File: config.mk
export PLATFORM = sky130hd
export DESIGN_NAME = cpu_debug_unit
export DESIGN_NICKNAME = d
export VERILOG_FILES = /design/src/rtl/cpu_debug_unit_pkg.sv /design/src/rtl/cpu_debug_unit_btn_conditioner.sv /design/src/rtl/cpu_debug_unit.sv
export SDC_FILE = /design/constraint.sdc
export NUM_CORES = 1
export LEC_CHECK = 0
export CAP_MARGIN = 10
export CORE_AREA = 2 2 145 147
export DETAILED_ROUTE_END_ITERATION = 6
export DIE_AREA = 0 0 147 149
export PLACE_DENSITY = 0.78
export SLEW_MARGIN = 25
export SYNTH_ARGS = -nofsm -noshare
export SYNTH_HDL_FRONTEND = slang
export SYNTH_HIERARCHICAL = 1
export SYNTH_SLANG_ARGS = --single-unit
File: constraint.sdc
create_clock -name clk -period 6.9 [get_ports clk]
set_clock_uncertainty 0.2 [all_clocks]
set_input_delay 1.035 -clock clk [delete_from_list [all_inputs] [get_ports clk]]
set_output_delay 1.035 -clock clk [all_outputs]
set_load 0.01 [all_outputs]
File: src/rtl/cpu_debug_unit_pkg.sv
// Shared definitions for the CPU debug unit: debug address width and the
// memory-scan FSM state encoding.
package cpu_debug_unit_pkg;

  localparam int DBU_AW = 8;

  typedef enum logic [1:0] {
    ST_IDLE = 2'd0,
    ST_SCAN = 2'd1,
    ST_DONE = 2'd2
  } dbu_state_t;

endpackage

File: src/rtl/cpu_debug_unit_btn_conditioner.sv
// Push-button conditioner: 2-flop synchronizer, debounce, then a one-cycle
// pulse on each accepted press. Releases are debounced but produce no pulse.
module btn_conditioner #(
  parameter int DEBOUNCE_CYCLES = 1_000_000
) (
  input  logic clk,
  input  logic rst,
  input  logic btn,
  output logic pulse
);

  localparam int CW = $clog2(DEBOUNCE_CYCLES + 1);

  logic          sync1;
  logic          sync2;
  logic          stable;
  logic          stable_d;
  logic [CW-1:0] cnt;

  // Bring the raw button into the clock domain.
  // NOTE: sequential state uses <= so every flop samples pre-edge values;
  // with = the second stage would copy the first in the same edge.
  always_ff @(posedge clk or posedge rst) begin
    if (rst) begin
      sync1 <= 1'b0;
      sync2 <= 1'b0;
    end else begin
      sync1 <= btn;
      sync2 <= sync1;
    end
  end

  // Accept a new level only after it has differed from the accepted level
  // for DEBOUNCE_CYCLES consecutive cycles; any bounce restarts the count.
  always_ff @(posedge clk or posedge rst) begin
    if (rst) begin
      cnt    <= '0;
      stable <= 1'b0;
    end else if (sync2 == stable) begin
      cnt <= '0;
    end else if (cnt == CW'(DEBOUNCE_CYCLES - 1)) begin
      stable <= sync2;
      cnt    <= '0;
    end else begin
      cnt <= cnt + CW'(1);
    end
  end

  // Registered rising-edge detect on the accepted level.
  always_ff @(posedge clk or posedge rst) begin
    if (rst) begin
      stable_d <= 1'b0;
      pulse    <= 1'b0;
    end else begin
      stable_d <= stable;
      pulse    <= stable & ~stable_d;
    end
  end

endmodule

File: src/rtl/cpu_debug_unit.sv
// Debug front end for the single-cycle CPU: step/run clock enable, memory
// browse via inc/dec buttons, and a frozen-CPU checksum scan of memory.
module cpu_debug_unit
  import cpu_debug_unit_pkg::*;
#(
  parameter int                DEBOUNCE_CYCLES = 1_000_000,
  parameter logic [DBU_AW-1:0] SCAN_LAST       = 8'hFF
) (
  input  logic              clk,
  input  logic              rst,
  input  logic              run,
  input  logic              btn_step,
  input  logic              btn_inc,
  input  logic              btn_dec,
  input  logic              btn_scan,
  output logic [DBU_AW-1:0] debug_a,
  input  logic [31:0]       debug_d,
  output logic              cpu_en,
  output logic [DBU_AW-1:0] disp_addr,
  output logic [31:0]       disp_data,
  output logic [31:0]       checksum,
  output logic              scan_busy,
  output logic              scan_done
);

  logic step_p, inc_p, dec_p, scan_p;

  btn_conditioner #(.DEBOUNCE_CYCLES(DEBOUNCE_CYCLES)) u_step (
    .clk(clk), .rst(rst), .btn(btn_step), .pulse(step_p));
  btn_conditioner #(.DEBOUNCE_CYCLES(DEBOUNCE_CYCLES)) u_inc (
    .clk(clk), .rst(rst), .btn(btn_inc), .pulse(inc_p));
  btn_conditioner #(.DEBOUNCE_CYCLES(DEBOUNCE_CYCLES)) u_dec (
    .clk(clk), .rst(rst), .btn(btn_dec), .pulse(dec_p));
  btn_conditioner #(.DEBOUNCE_CYCLES(DEBOUNCE_CYCLES)) u_scan (
    .clk(clk), .rst(rst), .btn(btn_scan), .pulse(scan_p));

  dbu_state_t        state, state_nxt;
  logic [DBU_AW-1:0] addr;
  logic [DBU_AW-1:0] scan_ptr;
  logic [31:0]       acc;
  logic              scan_last;

  assign scan_last = (scan_ptr == SCAN_LAST);

  // Scan FSM next-state decode.
  // NOTE: state_nxt gets its default before the case so that no path leaves
  // it unassigned, which would otherwise infer a latch.
  always_comb begin
    state_nxt = state;
    case (state)
      ST_IDLE: if (scan_p) state_nxt = ST_SCAN;
      ST_SCAN: if (scan_last) state_nxt = ST_DONE;
      ST_DONE: state_nxt = ST_IDLE;
      default: state_nxt = ST_IDLE;
    endcase
  end

  // Scan FSM state register.
  always_ff @(posedge clk or posedge rst) begin
    if (rst) state <= ST_IDLE;
    else     state <= state_nxt;
  end

  // Scan datapath: walk 0..SCAN_LAST accumulating words, publish at the end.
  always_ff @(posedge clk or posedge rst) begin
    if (rst) begin
      scan_ptr <= '0;
      acc      <= '0;
      checksum <= '0;
    end else if (state == ST_IDLE) begin
      if (scan_p) begin
        scan_ptr <= '0;
        acc      <= '0;
      end
    end else if (state == ST_SCAN) begin
      acc      <= acc + debug_d;
      scan_ptr <= scan_ptr + DBU_AW'(1);
      if (scan_last) checksum <= acc + debug_d;
    end
  end

  // CPU enable: follows run while idle, one-cycle burst per step pulse,
  // forced off whenever the scan owns the memory port. Step pulses are only
  // honoured when the FSM stays idle, so ones landing in a scan are dropped.
  always_ff @(posedge clk or posedge rst) begin
    if (rst) begin
      cpu_en <= 1'b0;
    end else begin
      cpu_en <= (state_nxt == ST_IDLE) &&
                (run || (step_p && state == ST_IDLE));
    end
  end

  // Browse address: inc/dec with natural 8-bit wrap, frozen during a scan;
  // simultaneous inc and dec cancel.
  always_ff @(posedge clk or posedge rst) begin
    if (rst) begin
      addr <= '0;
    end else if (state == ST_IDLE && (inc_p ^ dec_p)) begin
      addr <= inc_p ? addr + DBU_AW'(1) : addr - DBU_AW'(1);
    end
  end

  // Display word tracks the browse address while idle, held during a scan.
  always_ff @(posedge clk or posedge rst) begin
    if (rst)                    disp_data <= '0;
    else if (state == ST_IDLE)  disp_data <= debug_d;
  end

  assign debug_a   = (state == ST_SCAN) ? scan_ptr : addr;
  assign disp_addr = addr;
  assign scan_busy = (state != ST_IDLE);
  assign scan_done = (state == ST_DONE);

endmodule
==> flow_metrics.env, run 1 <==
export IMPL_run_status="completed"
export IMPL_h_tree_depth=1
export IMPL_regArea_mm2=0.00538
export IMPL_fin_crit_sh_pct=56.4
export IMPL_numCtsBuffers=24
export IMPL_multi_input_area_mm2=0.00548
export IMPL_peakVddDrop_v=0.000227
export IMPL_r2r_end="checksum[31]$_DFFE_PP0P_"
export IMPL_synthArstFlopShare_pct=100
export IMPL_drive_gt1_share_pct=11.6
export IMPL_antenna_found_initial=0
export IMPL_critical_path_class="in2reg"
export IMPL_start_util_pct=53.9
export IMPL_max_cap_violations=0
export IMPL_io_pins=122
export IMPL_worstPathRequired_ns=7.07
export IMPL_total_power_w=0.00279
export IMPL_nFillCells=1643
export IMPL_clk_insertion_delay_late_ns=0.51
export IMPL_synth_seq_cells=215
export IMPL_critPathLaunch="debug_d[0]"
export IMPL_cts_resized=0
export IMPL_pre_cts_slack_ns=2.52
export IMPL_grt_overflow_total=0
export IMPL_cts_buffer_depth=3
export IMPL_dr_pass1_iters=5
export IMPL_grt_pass1_vias=8150
export IMPL_fp_dieW_um=147
export IMPL_synth_warnings=6
export IMPL_hold_viol_final=0
export IMPL_track_usage_pct=22.3
export IMPL_power_density_mw_per_mm2=208
export IMPL_clockRootBuffer="clkbuf_16"
export IMPL_tightest_slew_ns=1.03
export IMPL_vias_per_cell=5.73
export IMPL_slew_headroom_pct=31.1
export IMPL_diodes=0
export IMPL_syn_cell_area_mm2=0.0111
export IMPL_cts_sink_count=215
export IMPL_placementRows=53
export IMPL_syn2layout_area_growth_pct=21.1
export IMPL_fin_nets=1257
export IMPL_dp_hpwl_mm=16.6
export IMPL_cp_max_fo=3
export IMPL_clk_pin_slew_ns=0.06
export IMPL_die_h_um=149
export IMPL_cts_tree="done"
export IMPL_setup_ws_ns=3.01
export IMPL_gp_congestion=0.860
export IMPL_yosysSeqAreaShare_pct=48.6
export IMPL_synthCells=1052
export IMPL_min_path_type="reg2reg"
export IMPL_postCtsHoldBufs=0
export IMPL_detail_route_antenna_nets=0
export IMPL_grt_max_degree=65
export IMPL_synth_distinct_cells=61
export IMPL_p_leak_nw=6.00
export IMPL_endpoint="acc[30]$_DFFE_PP0P_"
export IMPL_slew_violations=0
export IMPL_crit_path_start_kind="input port"
export IMPL_critPathArrivalTime_ns=4.05
export IMPL_syn_num_nets=1135
export IMPL_cp_end_kind="flop"
export IMPL_vias=8402
export IMPL_port_buffers=121
export IMPL_r2r_cells=8
export IMPL_setup_viol=0
export IMPL_rsz0062_at_grt="false"
export IMPL_min_period_ns=3.89
export IMPL_core_area_mm2=0.0206
export IMPL_wl_per_cell_um=16.5
export IMPL_synth_ff_type="dfrtp_1"
export IMPL_r2r_start="state[1]$_DFF_PP0_"
export IMPL_dieArea_mm2=0.0219
export IMPL_fmax_ghz=0.257
export IMPL_cts_setup_buffers=0
export IMPL_setup_tns_ns=0
export IMPL_syn_area_per_cell_um2=10.5
export IMPL_synth_edf_count=0
export IMPL_ff2ff_setup_slack_ns=3.47
export IMPL_drc=0
export IMPL_grt_pass1_wl_mm=40.4
export IMPL_drt_first_iter_violations=502
export IMPL_drt_total_wl_mm=24.2
==> Yosys cell counts (all sizes together) (2+ instances only) <==
cell,number,share of area [%]
fa,2,0.36
o21a,3,0.20
nand4,25,1.4
and4,14,1.2
o21ai,41,1.9
o31ai,15,1.1
or3,11,0.67
nand3b,4,0.27
a2111oi,3,0.35
inv,21,0.71
a21oi,54,2.4
a22oi,2,0.14
nand2b,4,0.23
nor2,99,3.4
a21o,13,0.88
or4,9,0.61
xor2,41,3.2
o311a,2,0.18
a22o,37,2.9
o21bai,3,0.20
or2,3,0.17
xnor2,49,3.9
a31oi,5,0.42
and2,2,0.11
nand4b,5,0.40
nor4b,8,0.86
o41ai,4,0.99
mux2,46,4.7
nor3,12,0.54
clkbuf,19,0.64
dfrtp,215,49
nor4,21,1.7
nand3,36,1.8
nand2,125,4.3
a211o,2,0.16
o211ai,6,0.41
nor2b,11,0.62
and3,14,0.84
ha,42,4.7
mux2i,4,0.36
buf,11,0.71
a211oi,3,0.20
==> cell usage in the layout, fill, tap and decap left out, types with 7 or more instances in the layout <==
cell and n:
xor2_1 41, dfrtp_1 215, or3_1 7, a21o_1 13
o31ai_1 14, ha_1 42, and3_1 10, nor3_1 12
nor2b_1 11, and4_1 9, a21oi_1 54, nand3_1 32
o21ai_0 39, clkdlybuf4s50_1 121, clkbuf_16 25, inv_1 16
or4_1 9, nor2_1 97, a22o_1 37, nand2_1 124
nor4_1 17, xnor2_1 49, mux2_2 46, nand4_1 25
==> per-stage QoR <==
stage                     hold WS (ns)  cells  cell area [um2]  utilization [%]
after floorplan                  0.131   1052            11100                -
after global placement           0.134   1421            12500             60.9
after detailed placement         0.139   1421            12500             60.9
after CTS                        0.152   1465            13400             65.0
after global routing             0.155   1467            13400             65.2
final                            0.150   1467            13400             65.2
==> worst max-delay path: stages <==
cell and delay [ns]:
clkdlybuf4s50_1 0.47, ha_1 0.28, fa_1 0.42, a21oi_1 0.26, o211ai_1 0.18, nand4b_1 0.17, a211oi_1 0.11, o31ai_1 0.33
mux2_2 0.37, a311oi_1 0.30, o21ai_0 0.13
==> power by group <==
group / switching, W / internal, W
combinational: 0.0000930 / 0.0000749
sequential: 0.0000123 / 0.00128
clock: 0.000504 / 0.000831
==> sequential cells by signal (all words and copies together), names as in the netlist, 2 cells and up <==
register	count
state	2
scan_ptr	8
u_step/cnt	20
checksum	32
u_inc/cnt	20
u_scan/cnt	20
acc	32
disp_addr	8
u_dec/cnt	20
disp_data	32
==> worst min-delay path by stage <==
stage | cells after the start | endpoint | start | slack [ns]
after global routing | 0 | u_dec/sync2$_DFF_PP0_ | u_dec/sync1$_DFF_PP0_ | 0.15
after CTS | 0 | u_step/sync2$_DFF_PP0_ | u_step/sync1$_DFF_PP0_ | 0.15
final | 0 | u_step/sync2$_DFF_PP0_ | u_step/sync1$_DFF_PP0_ | 0.15
after detailed placement | 0 | u_step/sync2$_DFF_PP0_ | u_step/sync1$_DFF_PP0_ | 0.14
after global placement | 0 | u_dec/sync2$_DFF_PP0_ | u_dec/sync1$_DFF_PP0_ | 0.13
after floorplan | 0 | u_dec/sync2$_DFF_PP0_ | u_dec/sync1$_DFF_PP0_ | 0.13
==> final cells by class <==
cell class	instances	area share, %
multi-input cells	786	40.9
flip-flops and latches	215	40.1
repair buffers	126	9.49
clock buffers	34	5.29
well taps	275	2.57
clock inverters	10	1.03
inverters	21	0.607
==> cell families after synthesis <==
logic type	share of synthesized area (%)
XOR/XNOR	7.12
flip-flops	48.6
buffers and inverters	2.07
AO/OA/AOI/OAI	12.9
multiplexers	5.04
AND/OR/NAND/NOR	19.2
adder cells (fa/ha/maj)	5.11
==> layer usage <==
layer  track usage [%]  vias to the layer above  wire length (um)
met5                 0                        -                 0
met4              5.53                        0               443
met3              3.64                       36              1430
met2              37.0                      229             11500
met1              31.0                     4080             10900
li1                  -                     4057                 -
Note: power is estimated with default switching activity, not from simulation.
==> run 2: changes to the inputs <==
==> constraint.sdc (replaced) <==
create_clock -name clk -period 3.9 [get_ports clk]
set_clock_uncertainty 0.2 [all_clocks]
set_input_delay 0.585 -clock clk [delete_from_list [all_inputs] [get_ports clk]]
set_output_delay 0.585 -clock clk [all_outputs]
set_load 0.01 [all_outputs]
==> run 2 against run 1 <==
Worst setup slack lost 2.5 ns. Clock-buffer cell count increased by 1. Global-route usage down 0.16 points. First-iteration DRC count decreased by 17%. Via count shrank 0.39%. Register-to-register slack got worse by 2.8 ns. Non-clock buffer count up 9. Utilization fell by 0.24 points. Sequential cell count did not move. Critical endpoint unchanged. Largest cell class unchanged.
==> flow_metrics.env, run 2 (synthesis results as in run 1) <==
export IMPL_nFillCells=1637
export IMPL_drc=0
export IMPL_seqPwrFrac_pct=48.3
export IMPL_h_tree_depth=1
export IMPL_grt_overflow_total=0
export IMPL_p_leak_nw=5.98
export IMPL_dieArea_mm2=0.0219
export IMPL_slew_violations=0
export IMPL_vias_per_cell=5.70
export IMPL_diodes=0
export IMPL_pre_cts_slack_ns=0.0301
export IMPL_cts_sink_count=215
export IMPL_most_common_layout_cells="dfrtp_1, nand2_1, clkdlybuf4s50_1, nor2_1, a21oi_1"
export IMPL_vias=8369
export IMPL_crit_slowest_cell="clkdlybuf4s50_1"
export IMPL_track_usage_pct=22.1
export IMPL_fp_dieW_um=147
export IMPL_cts_setup_buffers=0
export IMPL_path_cells="clkdlybuf4s50_1 -> ha_1 -> fa_1 -> a21oi_1 -> o211ai_1 -> nand4b_1 -> a211oi_1 -> o31ai_1 -> mux2_2 -> a311oi_1 -> o21ai_0"
export IMPL_drt_total_wl_mm=23.9
export IMPL_cts_resized=0
export IMPL_clockRootBuffer="clkbuf_16"
export IMPL_die_h_um=149
export IMPL_drt_first_iter_violations=416
export IMPL_slew_headroom_pct=30.4
export IMPL_postCtsHoldBufs=0
export IMPL_p_switching_w=0.00103
export IMPL_fin_crit_sh_pct=85.9
export IMPL_clk_insertion_delay_late_ns=0.51
export IMPL_antenna_found_initial=0
export IMPL_numCtsBuffers=23
export IMPL_setup_viol=0
export IMPL_hold_viol_final=0
export IMPL_p_comb_share_pct=6.3
export IMPL_placementRows=53
export IMPL_min_period_ns=3.35
export IMPL_grt_pass1_wl_mm=40.3
export IMPL_crit_family="compound AO/OA/AOI/OAI gates"
export IMPL_syn2layout_area_growth_pct=20.7
export IMPL_regArea_mm2=0.00538
export IMPL_cp_end_kind="flop"
export IMPL_slowest_delay_ns=0.45
export IMPL_p_sw_share_pct=21.8
export IMPL_detail_route_antenna_nets=0
export IMPL_final_common_cell="dfrtp_1"
export IMPL_multi_input_area_mm2=0.00548
export IMPL_grt_pass1_vias=8219
export IMPL_io_pins=122
export IMPL_cts_buffer_depth=3
export IMPL_tightest_slew_ns=1.04
export IMPL_power_density_mw_per_mm2=354
export IMPL_internal_power_w=0.00370
export IMPL_dp_hpwl_mm=16.8
export IMPL_worstPathRequired_ns=4.08
export IMPL_crit_path_start_kind="input port"
export IMPL_critical_path_class="in2reg"
export IMPL_dr_pass1_iters=5
export IMPL_fin_nets=1265
export IMPL_cp_max_fo=3
export IMPL_clk_pin_slew_ns=0.06
export IMPL_fmax_ghz=0.298
export IMPL_gp_congestion=0.854
export IMPL_grt_max_degree=49
export IMPL_critPathArrivalTime_ns=3.53
export IMPL_run_status="completed"
export IMPL_min_path_type="reg2reg"
export IMPL_drive_gt1_share_pct=11.3
export IMPL_setup_tns_ns=0
export IMPL_cts_tree="done"
export IMPL_core_area_mm2=0.0206
export IMPL_wl_per_cell_um=16.3
export IMPL_setup_ws_ns=0.549
export IMPL_p_clk_share_pct=45.4
export IMPL_port_buffers=121
export IMPL_start_util_pct=53.9
export IMPL_timing_critical_path_buf_inv=1
export IMPL_max_cap_violations=0
export IMPL_rsz0062_at_grt="false"
export IMPL_peakVddDrop_v=0.000362
export IMPL_largestRegisters="acc x32, checksum x32, disp_data x32"
[run 2: cell types whose count changed in the layout (fill, tap and decap cells not counted)]
cell,change
bufinv_16,-1
buf_4,+9
inv_8,-1
inv_2,-2
clkbuf_1,+3
clkinv_2,-4
clkinv_1,+2
clkbuf_16,-2
clkinv_4,-1
clkinvlp_4,-1
[run 2: path summary, 6_finish.rpt]
| check | from | endpoint | slack [ns] | cells past startpoint |
|---|---|---|---|---|
| worst max-delay path | debug_d[0] | acc[30]$_DFFE_PP0P_ | 0.55 | 11 |
| worst min-delay path | u_dec/sync1$_DFF_PP0_ | u_dec/sync2$_DFF_PP0_ | 0.15 | 0 |
| worst max register to register | acc[0]$_DFFE_PP0P_ | acc[30]$_DFFE_PP0P_ | 0.72 | 10 |
| worst min register to register | u_dec/sync1$_DFF_PP0_ | u_dec/sync2$_DFF_PP0_ | 0.15 | 0 |
| max in group asynchronous | rst | disp_data[26]$_DFFE_PP0P_ | 2.12 | 3 |
| min in group asynchronous | rst | acc[2]$_DFFE_PP0P_ | 0.57 | 2 |
[run 2: metrics by stage]
step                total power, W  instance area (um2)  instances  hold slack, ns  util (%)
finish                     0.00473                13400       1469           0.148      65.0
global route               0.00491                13400       1469           0.154      65.0
CTS                        0.00478                13300       1464           0.148      64.7
detailed placement         0.00262                12600       1427           0.136      61.1
global placement           0.00262                12600       1427           0.134      61.1
floorplan                  0.00250                11100       1052           0.131         -
[run 2: worst register-to-register path, cell delays in order, from the launching register on]
cell and delay, ns:
dfrtp_1 0.39, ha_1 0.24, fa_1 0.42, a21oi_1 0.25, o211ai_1 0.17, nand4b_1 0.17, a211oi_1 0.12, o31ai_1 0.32
mux2_2 0.37, a311oi_1 0.29, o21ai_0 0.12
[run 2: power by group through the flow]
stage	Combinational, W	Clock, W	Sequential [W]
floorplan	0.000166	0	0.00233
finish	0.000300	0.00215	0.00229
detailed placement	0.000299	0	0.00233
global placement	0.000294	0	0.00232
global route	0.000335	0.00228	0.00229
CTS	0.000301	0.00220	0.00229
[run 2: cell type report]
| type | count | area share (%) |
|---|---|---|
| clock inverters | 2 | 0.450 |
| multi-input cells | 786 | 41.0 |
| well taps | 275 | 2.58 |
| clock buffers | 35 | 5.02 |
| inverters | 21 | 0.609 |
| flip-flops and latches | 215 | 40.3 |
| repair buffers | 135 | 10.0 |
[run 2: layer usage]
layer / global-route usage (%) / up-vias / routed length (um) / share of wire, %
met1: 30.5 / 4107 / 10900 / 46
met4: 4.76 / 0 / 448 / 1.9
met5: 0 / - / 0 / 0
met2: 37.7 / 170 / 11500 / 48
li1: - / 4062 / - / -
met3: 3.21 / 30 / 1070 / 4.5
==> run 3: changes to the inputs <==
--- a/config.mk
+++ b/config.mk
@@ -7,6 +7,7 @@
 export LEC_CHECK = 0
 export CAP_MARGIN = 10
 export CORE_AREA = 2 2 145 147
+export CTS_BUF_LIST = sky130_fd_sc_hd__clkbuf_4 sky130_fd_sc_hd__clkbuf_8
 export DETAILED_ROUTE_END_ITERATION = 6
 export DIE_AREA = 0 0 147 149
 export PLACE_DENSITY = 0.78
==> run 3 against run 2 <==
Critical path type unchanged. Combinational power about the same. Via count rose by 1.4%. Worst hold slack lost 0.0053 ns. Clock-buffer cell count rose by 25. Non-clock buffer count is the same. Die area unchanged. Utilization grew 0.49 points. Highest routed layer unchanged. First-iteration DRC count rose by 16%. Largest cell class unchanged. Global-route usage grew 0.36 points. Worst setup slack better by 0.042 ns. Design area is 0.75% higher. Power rose by 1.7%.
==> flow_metrics.env, run 3 (synthesis results as in run 1) <==
export IMPL_io_pins=122
export IMPL_max_cap_violations=0
export IMPL_min_period_ns=3.31
export IMPL_postCtsHoldBufs=0
export IMPL_fmax_ghz=0.302
export IMPL_grt_overflow_total=0
export IMPL_total_power_w=0.00482
export IMPL_detail_route_antenna_nets=0
export IMPL_cp_end_kind="flop"
export IMPL_fin_crit_sh_pct=84.9
export IMPL_crit_path_start_kind="input port"
export IMPL_whs_ns=0.143
export IMPL_power_density_mw_per_mm2=358
export IMPL_start_util_pct=53.9
export IMPL_critPathArrivalTime_ns=3.52
export IMPL_ff2ff_setup_slack_ns=0.73
export IMPL_cts_resized=0
export IMPL_fin_nets=1279
export IMPL_final_common_cell="dfrtp_1"
export IMPL_grt_pass1_wl_mm=40.5
export IMPL_critical_path_class="in2reg"
export IMPL_dp_hpwl_mm=16.8
export IMPL_drc=0
export IMPL_dieArea_mm2=0.0219
export IMPL_slew_headroom_pct=29.5
export IMPL_port_buffers=121
export IMPL_slowest_delay_ns=0.45
export IMPL_critPathLaunch="debug_d[0]"
export IMPL_tightest_slew_ns=1.05
export IMPL_clk_insertion_delay_late_ns=0.54
export IMPL_run_status="completed"
export IMPL_hold_viol_final=0
export IMPL_placementRows=53
export IMPL_r2r_cells=10
export IMPL_antenna_found_initial=0
export IMPL_r2r_start="acc[0]$_DFFE_PP0P_"
export IMPL_h_tree_depth=2
export IMPL_largestRegisters="acc x32, checksum x32, disp_data x32"
export IMPL_core_area_mm2=0.0206
export IMPL_cp_max_fo=3
export IMPL_slew_violations=0
export IMPL_crit_slowest_cell="clkdlybuf4s50_1"
export IMPL_vias=8484
export IMPL_rsz0062_at_grt="false"
export IMPL_drive_gt1_share_pct=14.0
export IMPL_syn2layout_area_growth_pct=21.6
export IMPL_grt_pass1_vias=8316
export IMPL_track_usage_pct=22.5
export IMPL_wl_per_cell_um=16.2
export IMPL_r2r_end="checksum[30]$_DFFE_PP0P_"
export IMPL_diodes=0
export IMPL_cts_buffer_depth=3
export IMPL_dr_pass1_iters=5
export IMPL_most_common_layout_cells="dfrtp_1, nand2_1, clkdlybuf4s50_1, nor2_1, a21oi_1"
export IMPL_path_cells="clkdlybuf4s50_1 -> ha_1 -> fa_1 -> a21oi_1 -> o211ai_1 -> nand4b_1 -> a211oi_1 -> o31ai_1 -> mux2_2 -> a311oi_1 -> o21ai_0"
export IMPL_grt_max_degree=49
export IMPL_numCtsBuffers=37
export IMPL_drt_total_wl_mm=24.2
export IMPL_vias_per_cell=5.66
export IMPL_p_leak_nw=6.06
export IMPL_cts_sink_count=215
export IMPL_endpoint="checksum[30]$_DFFE_PP0P_"
export IMPL_cts_tree="done"
export IMPL_setup_tns_ns=0
export IMPL_setup_viol=0
export IMPL_clockRootBuffer="clkbuf_8"
export IMPL_peakVddDrop_v=0.000549
export IMPL_worstPathRequired_ns=4.11
export IMPL_clk_pin_slew_ns=0.06
export IMPL_drt_first_iter_violations=483
export IMPL_cts_setup_buffers=0
export IMPL_min_path_type="reg2reg"
export IMPL_gp_congestion=0.854
export IMPL_fp_dieW_um=147
export IMPL_die_h_um=149
==> run 3: power by group <==
part,switching [W],total (W),internal [W]
Clock,0.000916,0.00223,0.00131
Combinational,0.000165,0.000301,0.000137
Sequential,0.0000219,0.00229,0.00226
==> run 3: through the flow <==
| step | cells | setup WS, ns | utilization (%) | cell area (um2) |
|---|---|---|---|---|
| global placement | 1427 | 0.0844 | 61.1 | 12600 |
| floorplan | 1052 | 0.0709 | - | 11100 |
| CTS | 1493 | 0.597 | 65.2 | 13400 |
| global route | 1498 | 0.362 | 65.5 | 13500 |
| detailed placement | 1427 | 0.0301 | 61.1 | 12600 |
| finish | 1498 | 0.590 | 65.5 | 13500 |
==> run 3: per-layer routing <==
metal | GRT usage [%] | wire length, um | vias to the layer above
met4 | 5.34 | 341 | 0
met5 | 0 | 0 | -
met2 | 37.6 | 11500 | 207
li1 | - | - | 4095
met3 | 4.34 | 1250 | 25
met1 | 30.6 | 11100 | 4157
==> run 3: area by class of cell <==
type	count	area (um2)
fillers	1653	7100
multi-input cells	786	5480
flip-flops and latches	215	5380
repair buffers	135	1340
clock buffers	60	769
well taps	275	344
inverters	21	81.3
clock inverters	6	57.6
==> run 3: worst min-delay path by stage <==
| stage | cells after the start | start | slack [ns] | to |
|---|---|---|---|---|
| 2_1_floorplan | 0 | u_dec/sync1$_DFF_PP0_ | 0.13 | u_dec/sync2$_DFF_PP0_ |
| 3_3_place_gp | 0 | u_step/sync1$_DFF_PP0_ | 0.13 | u_step/sync2$_DFF_PP0_ |
| 3_5_place_dp | 0 | u_dec/sync1$_DFF_PP0_ | 0.14 | u_dec/sync2$_DFF_PP0_ |
| 4_1_cts | 0 | u_scan/sync1$_DFF_PP0_ | 0.15 | u_scan/sync2$_DFF_PP0_ |
| 5_1_grt | 0 | u_dec/sync1$_DFF_PP0_ | 0.16 | u_dec/sync2$_DFF_PP0_ |
| 6_report | 0 | u_scan/sync1$_DFF_PP0_ | 0.14 | u_scan/sync2$_DFF_PP0_ |
==> run 3: critical path, delay by kind of cell <==
family / cells / cell delay, ns
muxes: 1 / 0.37
adders and majority gates: 2 / 0.69
and+or+nand+nor: 1 / 0.17
AOI/OAI and AO/OA: 6 / 1.25
buffers and inverters: 1 / 0.45
